===== src/rtl/fifo_scoreboard_if.sv =====
// Observation bundle between a synchronous FIFO and its scoreboard.
// master drives the FIFO-side signals; slave only monitors them.
interface fifo_scoreboard_if #(
  parameter int DATA_W = 32
);
  logic              write_en;
  logic              read_en;
  logic              full;
  logic              empty;
  logic [DATA_W-1:0] write_data;
  logic [DATA_W-1:0] read_data;

  modport master (
    output write_en, read_en, full, empty,
    output write_data, read_data
  );

  modport slave (
    input write_en, read_en, full, empty,
    input write_data, read_data
  );
endinterface


===== src/rtl/fifo_scoreboard.sv =====
// In-order shadow-queue checker for synchronous FIFOs.
// Define FIFO_SB_ERR_LOG_EN to add the first-data-error capture ports.
module fifo_scoreboard #(
  parameter  int DATA_W = 32,
  parameter  int DEPTH  = 8,
  parameter  int RD_LAT = 0,
  parameter  int CNT_W  = 16,
  localparam int CW     = $clog2(DEPTH + 1),
  localparam int PW     = $clog2(DEPTH)
) (
  input  logic             clk,
  input  logic             rst,
  fifo_scoreboard_if.slave bus,
  output logic [CW-1:0]    model_count,
  output logic [CNT_W-1:0] match_cnt,
  output logic             err_data,
  output logic             err_flag,
  output logic             err_ovf,
  output logic             err_udf,
  output logic             err_any
`ifdef FIFO_SB_ERR_LOG_EN
  ,
  output logic [DATA_W-1:0] log_exp,
  output logic [DATA_W-1:0] log_act,
  output logic [CNT_W-1:0]  log_idx
`endif
);

  logic [DATA_W-1:0] mem [DEPTH];
  logic [PW-1:0]     wr_ptr;
  logic [PW-1:0]     rd_ptr;

  logic wr_acc, rd_acc;
  logic is_empty, is_full;
  logic push, pop, do_cmp;
  logic ovf_hit, udf_hit, flag_bad;
  logic data_bad, data_ok;
  logic cmp_v;
  logic [DATA_W-1:0] exp_d;
  logic [DATA_W-1:0] cmp_exp;

  function automatic logic [PW-1:0] nxt(
    input logic [PW-1:0] p
  );
    return (p == PW'(DEPTH - 1)) ? '0 : p + 1'b1;
  endfunction

  assign is_empty = (model_count == '0);
  assign is_full  = (model_count == CW'(DEPTH));

  assign wr_acc = bus.write_en &&
                  (!bus.full || bus.read_en);
  assign rd_acc = bus.read_en &&
                  (!bus.empty || bus.write_en);

  // An empty model with a same-cycle write
  // bypasses the queue entirely.
  assign push   = wr_acc &&
                  (rd_acc ? !is_empty : !is_full);
  assign pop    = rd_acc && !is_empty;
  assign do_cmp = rd_acc && (!is_empty || wr_acc);
  assign exp_d  = is_empty ? bus.write_data
                           : mem[rd_ptr];

  assign ovf_hit  = wr_acc && !rd_acc && is_full;
  assign udf_hit  = rd_acc && !wr_acc && is_empty;
  assign flag_bad = (bus.full  != is_full) ||
                    (bus.empty != is_empty);

  generate
    if (RD_LAT == 0) begin : g_lat0
      assign cmp_v   = do_cmp;
      assign cmp_exp = exp_d;
    end else begin : g_lat1
      logic              pend_q;
      logic [DATA_W-1:0] exp_q;
      always_ff @(posedge clk or posedge rst) begin
        if (rst) begin
          pend_q <= 1'b0;
          exp_q  <= '0;
        end else begin
          pend_q <= do_cmp;
          if (do_cmp) exp_q <= exp_d;
        end
      end
      assign cmp_v   = pend_q;
      assign cmp_exp = exp_q;
    end
  endgenerate

  assign data_bad = cmp_v &&
                    (bus.read_data != cmp_exp);
  assign data_ok  = cmp_v && !data_bad;

  always_ff @(posedge clk) begin
    if (push) mem[wr_ptr] <= bus.write_data;
  end

  always_ff @(posedge clk or posedge rst) begin
    if (rst) begin
      wr_ptr      <= '0;
      rd_ptr      <= '0;
      model_count <= '0;
      match_cnt   <= '0;
      err_data    <= 1'b0;
      err_flag    <= 1'b0;
      err_ovf     <= 1'b0;
      err_udf     <= 1'b0;
    end else begin
      if (push) wr_ptr <= nxt(wr_ptr);
      if (pop)  rd_ptr <= nxt(rd_ptr);
      if (push && !pop)
        model_count <= model_count + 1'b1;
      else if (pop && !push)
        model_count <= model_count - 1'b1;
      if (data_ok && match_cnt != '1)
        match_cnt <= match_cnt + 1'b1;
      err_data <= err_data | data_bad;
      err_flag <= err_flag | flag_bad;
      err_ovf  <= err_ovf  | ovf_hit;
      err_udf  <= err_udf  | udf_hit;
    end
  end

`ifdef FIFO_SB_ERR_LOG_EN
  // Only the first data error is kept.
  always_ff @(posedge clk or posedge rst) begin
    if (rst) begin
      log_exp <= '0;
      log_act <= '0;
      log_idx <= '0;
    end else if (data_bad && !err_data) begin
      log_exp <= cmp_exp;
      log_act <= bus.read_data;
      log_idx <= match_cnt;
    end
  end
`endif

  assign err_any = err_data | err_flag |
                   err_ovf  | err_udf;

endmodule


===== src/flat_wrapper.sv =====
// flat-port wrapper written by rule: the top's interface ports become plain ports
module fifo_scoreboard_flat 
#(
  parameter  int DATA_W = 32,
  parameter  int DEPTH  = 8,
  parameter  int RD_LAT = 0,
  parameter  int CNT_W  = 16,
  localparam int CW     = $clog2(DEPTH + 1),
  localparam int PW     = $clog2(DEPTH)
)
  (clk, rst, model_count, match_cnt, err_data, err_flag, err_ovf, err_udf, err_any, bus_write_en, bus_read_en, bus_full, bus_empty, bus_write_data, bus_read_data);
  fifo_scoreboard_if #(.DATA_W(DATA_W)) bus_i ();
  input  logic clk;
  input  logic rst;
  output logic [CW-1:0] model_count;
  output logic [CNT_W-1:0] match_cnt;
  output logic err_data;
  output logic err_flag;
  output logic err_ovf;
  output logic err_udf;
  output logic err_any;
  input wire logic [$bits(bus_i.write_en)-1:0] bus_write_en;
  input wire logic [$bits(bus_i.read_en)-1:0] bus_read_en;
  input wire logic [$bits(bus_i.full)-1:0] bus_full;
  input wire logic [$bits(bus_i.empty)-1:0] bus_empty;
  input wire logic [$bits(bus_i.write_data)-1:0] bus_write_data;
  input wire logic [$bits(bus_i.read_data)-1:0] bus_read_data;
  assign bus_i.write_en = bus_write_en;
  assign bus_i.read_en = bus_read_en;
  assign bus_i.full = bus_full;
  assign bus_i.empty = bus_empty;
  assign bus_i.write_data = bus_write_data;
  assign bus_i.read_data = bus_read_data;
  fifo_scoreboard #(.DATA_W(DATA_W), .DEPTH(DEPTH), .RD_LAT(RD_LAT), .CNT_W(CNT_W)) u_core (.clk(clk), .rst(rst), .bus(bus_i), .model_count(model_count), .match_cnt(match_cnt), .err_data(err_data), .err_flag(err_flag), .err_ovf(err_ovf), .err_udf(err_udf), .err_any(err_any));
endmodule

===== config.mk =====
export PLATFORM = sky130hd
export DESIGN_NAME = fifo_scoreboard_flat
export DESIGN_NICKNAME = d
export VERILOG_FILES = /design/src/rtl/fifo_scoreboard_if.sv /design/src/rtl/fifo_scoreboard.sv /design/src/flat_wrapper.sv
export SDC_FILE = /design/constraint.sdc
export NUM_CORES = 1
export LEC_CHECK = 0
export BUFFER_PORTS_ARGS = -buffer_cell sky130_fd_sc_hd__buf_2
export CAP_MARGIN = 20
export CORE_UTILIZATION = 40
export DETAILED_ROUTE_END_ITERATION = 16
export HOLD_SLACK_MARGIN = 0.12
export PLACE_DENSITY_LB_ADDON = 0.2
export SETUP_SLACK_MARGIN = 0.05
export SYNTH_ARGS = -nofsm -noshare
export SYNTH_HDL_FRONTEND = slang
export SYNTH_SLANG_ARGS = --single-unit

===== constraint.sdc =====
create_clock -name clk -period 9.2 [get_ports clk]
set_clock_uncertainty 0.1 [all_clocks]
set_input_delay 0.46 -clock clk [delete_from_list [all_inputs] [get_ports clk]]
set_output_delay 0.46 -clock clk [all_outputs]
set_load 0.05 [all_outputs]

==> metrics.txt <==
HPWL after detailed placement 16.1 mm; Distinct cells, synth 52; required time of the critical path 9530 ps; H-tree lvl count 1; Main synth FF type edfxtp_1; Clock transition at path regs 60 ps; grt peak-use layer met2; Num CTS Buffers 31; GP Congestion 0.753; top cells by area, synth edfxtp_1, mux4_2, dfrtp_1; initial antenna violation count 2; number of synthesized register bits 286; commonest non-fill, non-tap cells in the layout edfxtp_1, buf_2, mux2i_1, mux4_2, xor2_1; TNS Setup 0 ps; HP Class in -> reg; Seq pwr share 43.3%; Via Count 6436; clk_lat worst skew 570 ps; Syn. warnings 0; grt total ovfl 0; crit path launch type flip-flop; ys async rst share 10.5%; sequential share of the synthesized area 70.5%; DRT Wirelength 26.7 mm; period utilization 50.5%; crit path DAT 4980 ps; status completed; relative slew slack 47.5%; Total Routing Usage GR 17.9%; Pwr Density 275 nW/um^2; CTS tree done; syn_nets 738; Global Route met1 Usage 24.3%; io pins 95; P_sw 1.20 mW; die height 175 um; max cap viols 0; clock root cell clkbuf_16; EDFF count, synth 256; DR DRC count 0; Yosys top cell by area edfxtp_1; DRT iter0 DRCs 465; WHS 161 ps; first-pass GRT wire length 40.9 mm; VDD IR max 0.192 mV; Max Buffers Root-to-Sink 3; Cells after Synth 659; Clock Power Share 29.0%; syn_area_per_cell 18.2 sq um; Die Area 30600 sq um; met2 global-route usage 30.3%; crit path max fanout 40; post-DR wirelength/cell 21.8 um; share of layout cells above drive strength 1 26.4%; number of global-route vias before repair 6854; starting density of the core 41.1%; Internal 2.71 mW; first-pass detailed-route iteration total 4; die width 175 um; share of Yosys cell area claimed by the top area cell type 64.2%; final setup vio count 0; Final nets 890; post-cts resize count 0; commonest non-fill, non-tap cell in the layout edfxtp_1; CP Capture Type flip-flop; core footprint 29100 sq um; TritonCTS sink count 286; Final ANT Viol Nets 0; Tmin final 4650 ps; grt met3 use 2.50%; largest net degree at the start of global routing 48; Final Hold Fails 0; combinational share of power 27.7%; unrepaired setup endpoints after global routing no; final max-slew violation count 0; Slew @ Worst Pin 788 ps; row count 62; Leak 5.04 nW; # port buffers 94; max frequency 215 MHz; Area growth syn-to-layout 19.0%; Avg Vias per Cell 5.27; Setup Crit Path Kind reg -> reg; Post-Syn Area 12000 sq um; Switching Share 30.7%
-- stage by stage --
stage	util, %	total power [mW]	instances	cell area, sq um	setup WS [ps]
after floorplan	-	2.52	659	12000	4830
after global placement	44.4	2.79	1127	12900	4530
after detailed placement	44.5	2.81	1128	13000	4510
after CTS	48.9	3.97	1220	14200	4510
after global routing	48.9	4.11	1222	14200	4240
final	48.9	3.91	1222	14200	4550
-- kinds of logic (layout without fill, tap and decap cells) --
kind of cell / after synthesis / after routing / share of synthesized area (%)
flops: 286 / 286 / 70.5
mux: 108 / 108 / 13.9
simple gates: 103 / 103 / 4.79
xor+xnor: 75 / 75 / 5.49
compound gates: 49 / 49 / 2.89
buf+inv: 29 / 206 / 1.41
fa+ha+maj: 9 / 9 / 1.00
other cells: 0 / 2 / 0
-- cell usage after synthesis (9+ instances only) --
cell	n
edfxtp_1	256
nand2_1	16
and3_1	9
nor2_1	16
xnor2_1	36
nand4_1	11
dfrtp_1	30
xor2_1	39
buf_2	9
mux4_2	46
nand3_1	11
a21oi_1	9
nor3_1	10
mux2i_1	55
a22oi_1	14
-- flip-flops by register name, summed over array words and instances, names as in the netlist, 3 cells and up --
signal and cells:
u_core.rd_ptr 3, u_core.mem 256, u_core.model_count 4, u_core.wr_ptr 3, u_core.match_cnt 16
-- power by group through the flow --
stage | Combinational, mW | Sequential [mW] | Clock, mW
global placement | 1.07 | 1.71 | 0
finish | 1.08 | 1.69 | 1.14
global route | 1.18 | 1.71 | 1.21
floorplan | 0.833 | 1.69 | 0
detailed placement | 1.09 | 1.72 | 0
CTS | 1.10 | 1.70 | 1.17
-- area by class of cell --
cell class / instances / area (sq um)
fill: 2478 / 14900
sequential: 286 / 8440
multi-input combinational: 344 / 3420
timing repair buffer: 141 / 928
clock buffer: 36 / 795
tap: 384 / 480
clock inverter: 22 / 144
inverter: 7 / 26.3
antenna: 2 / 5.00
-- what timing repair did --
action                    CTS  global route
setup buffers               0             0
hold buffers               34             0
hold endpoints to repair  287             0
-- worst paths after layout --
path | start | endpoint | slack, ps | cells past startpoint
max | u_core.rd_ptr[0]$_DFFE_PP0N_ | u_core.match_cnt[1]$_DFFE_PP0P_ | 4550 | 9
min | bus_read_en | u_core.err_udf$_DFF_PP0_ | 160 | 2
max reg2reg | u_core.rd_ptr[0]$_DFFE_PP0N_ | u_core.match_cnt[1]$_DFFE_PP0P_ | 4550 | 9
min reg2reg | u_core.err_ovf$_DFF_PP0_ | u_core.err_ovf$_DFF_PP0_ | 400 | 1
max in group asynchronous | rst | u_core.rd_ptr[0]$_DFFE_PP0N_ | 8230 | 4
min in group asynchronous | rst | u_core.err_ovf$_DFF_PP0_ | 320 | 3
-- routing by layer --
layer  routed length [um]  up-vias  part of all wire, %
met5                    0        -                    0
met4                  541        0                  2.0
met3                 1240       34                  4.7
met2                13100      165                   49
met1                11800     3295                   44
li1                     -     2942                    -
-- critical path, cell delays in order, from the launching register on --
cell,delay [ps]
dfrtp_4,770
buf_4,710
mux4_2,590
mux2i_1,170
xor2_1,180
nand4_1,150
nor3_1,370
a31oi_1,310
nor4_4,730
mux2_1,380
Note: power is estimated with default switching activity, not from simulation.
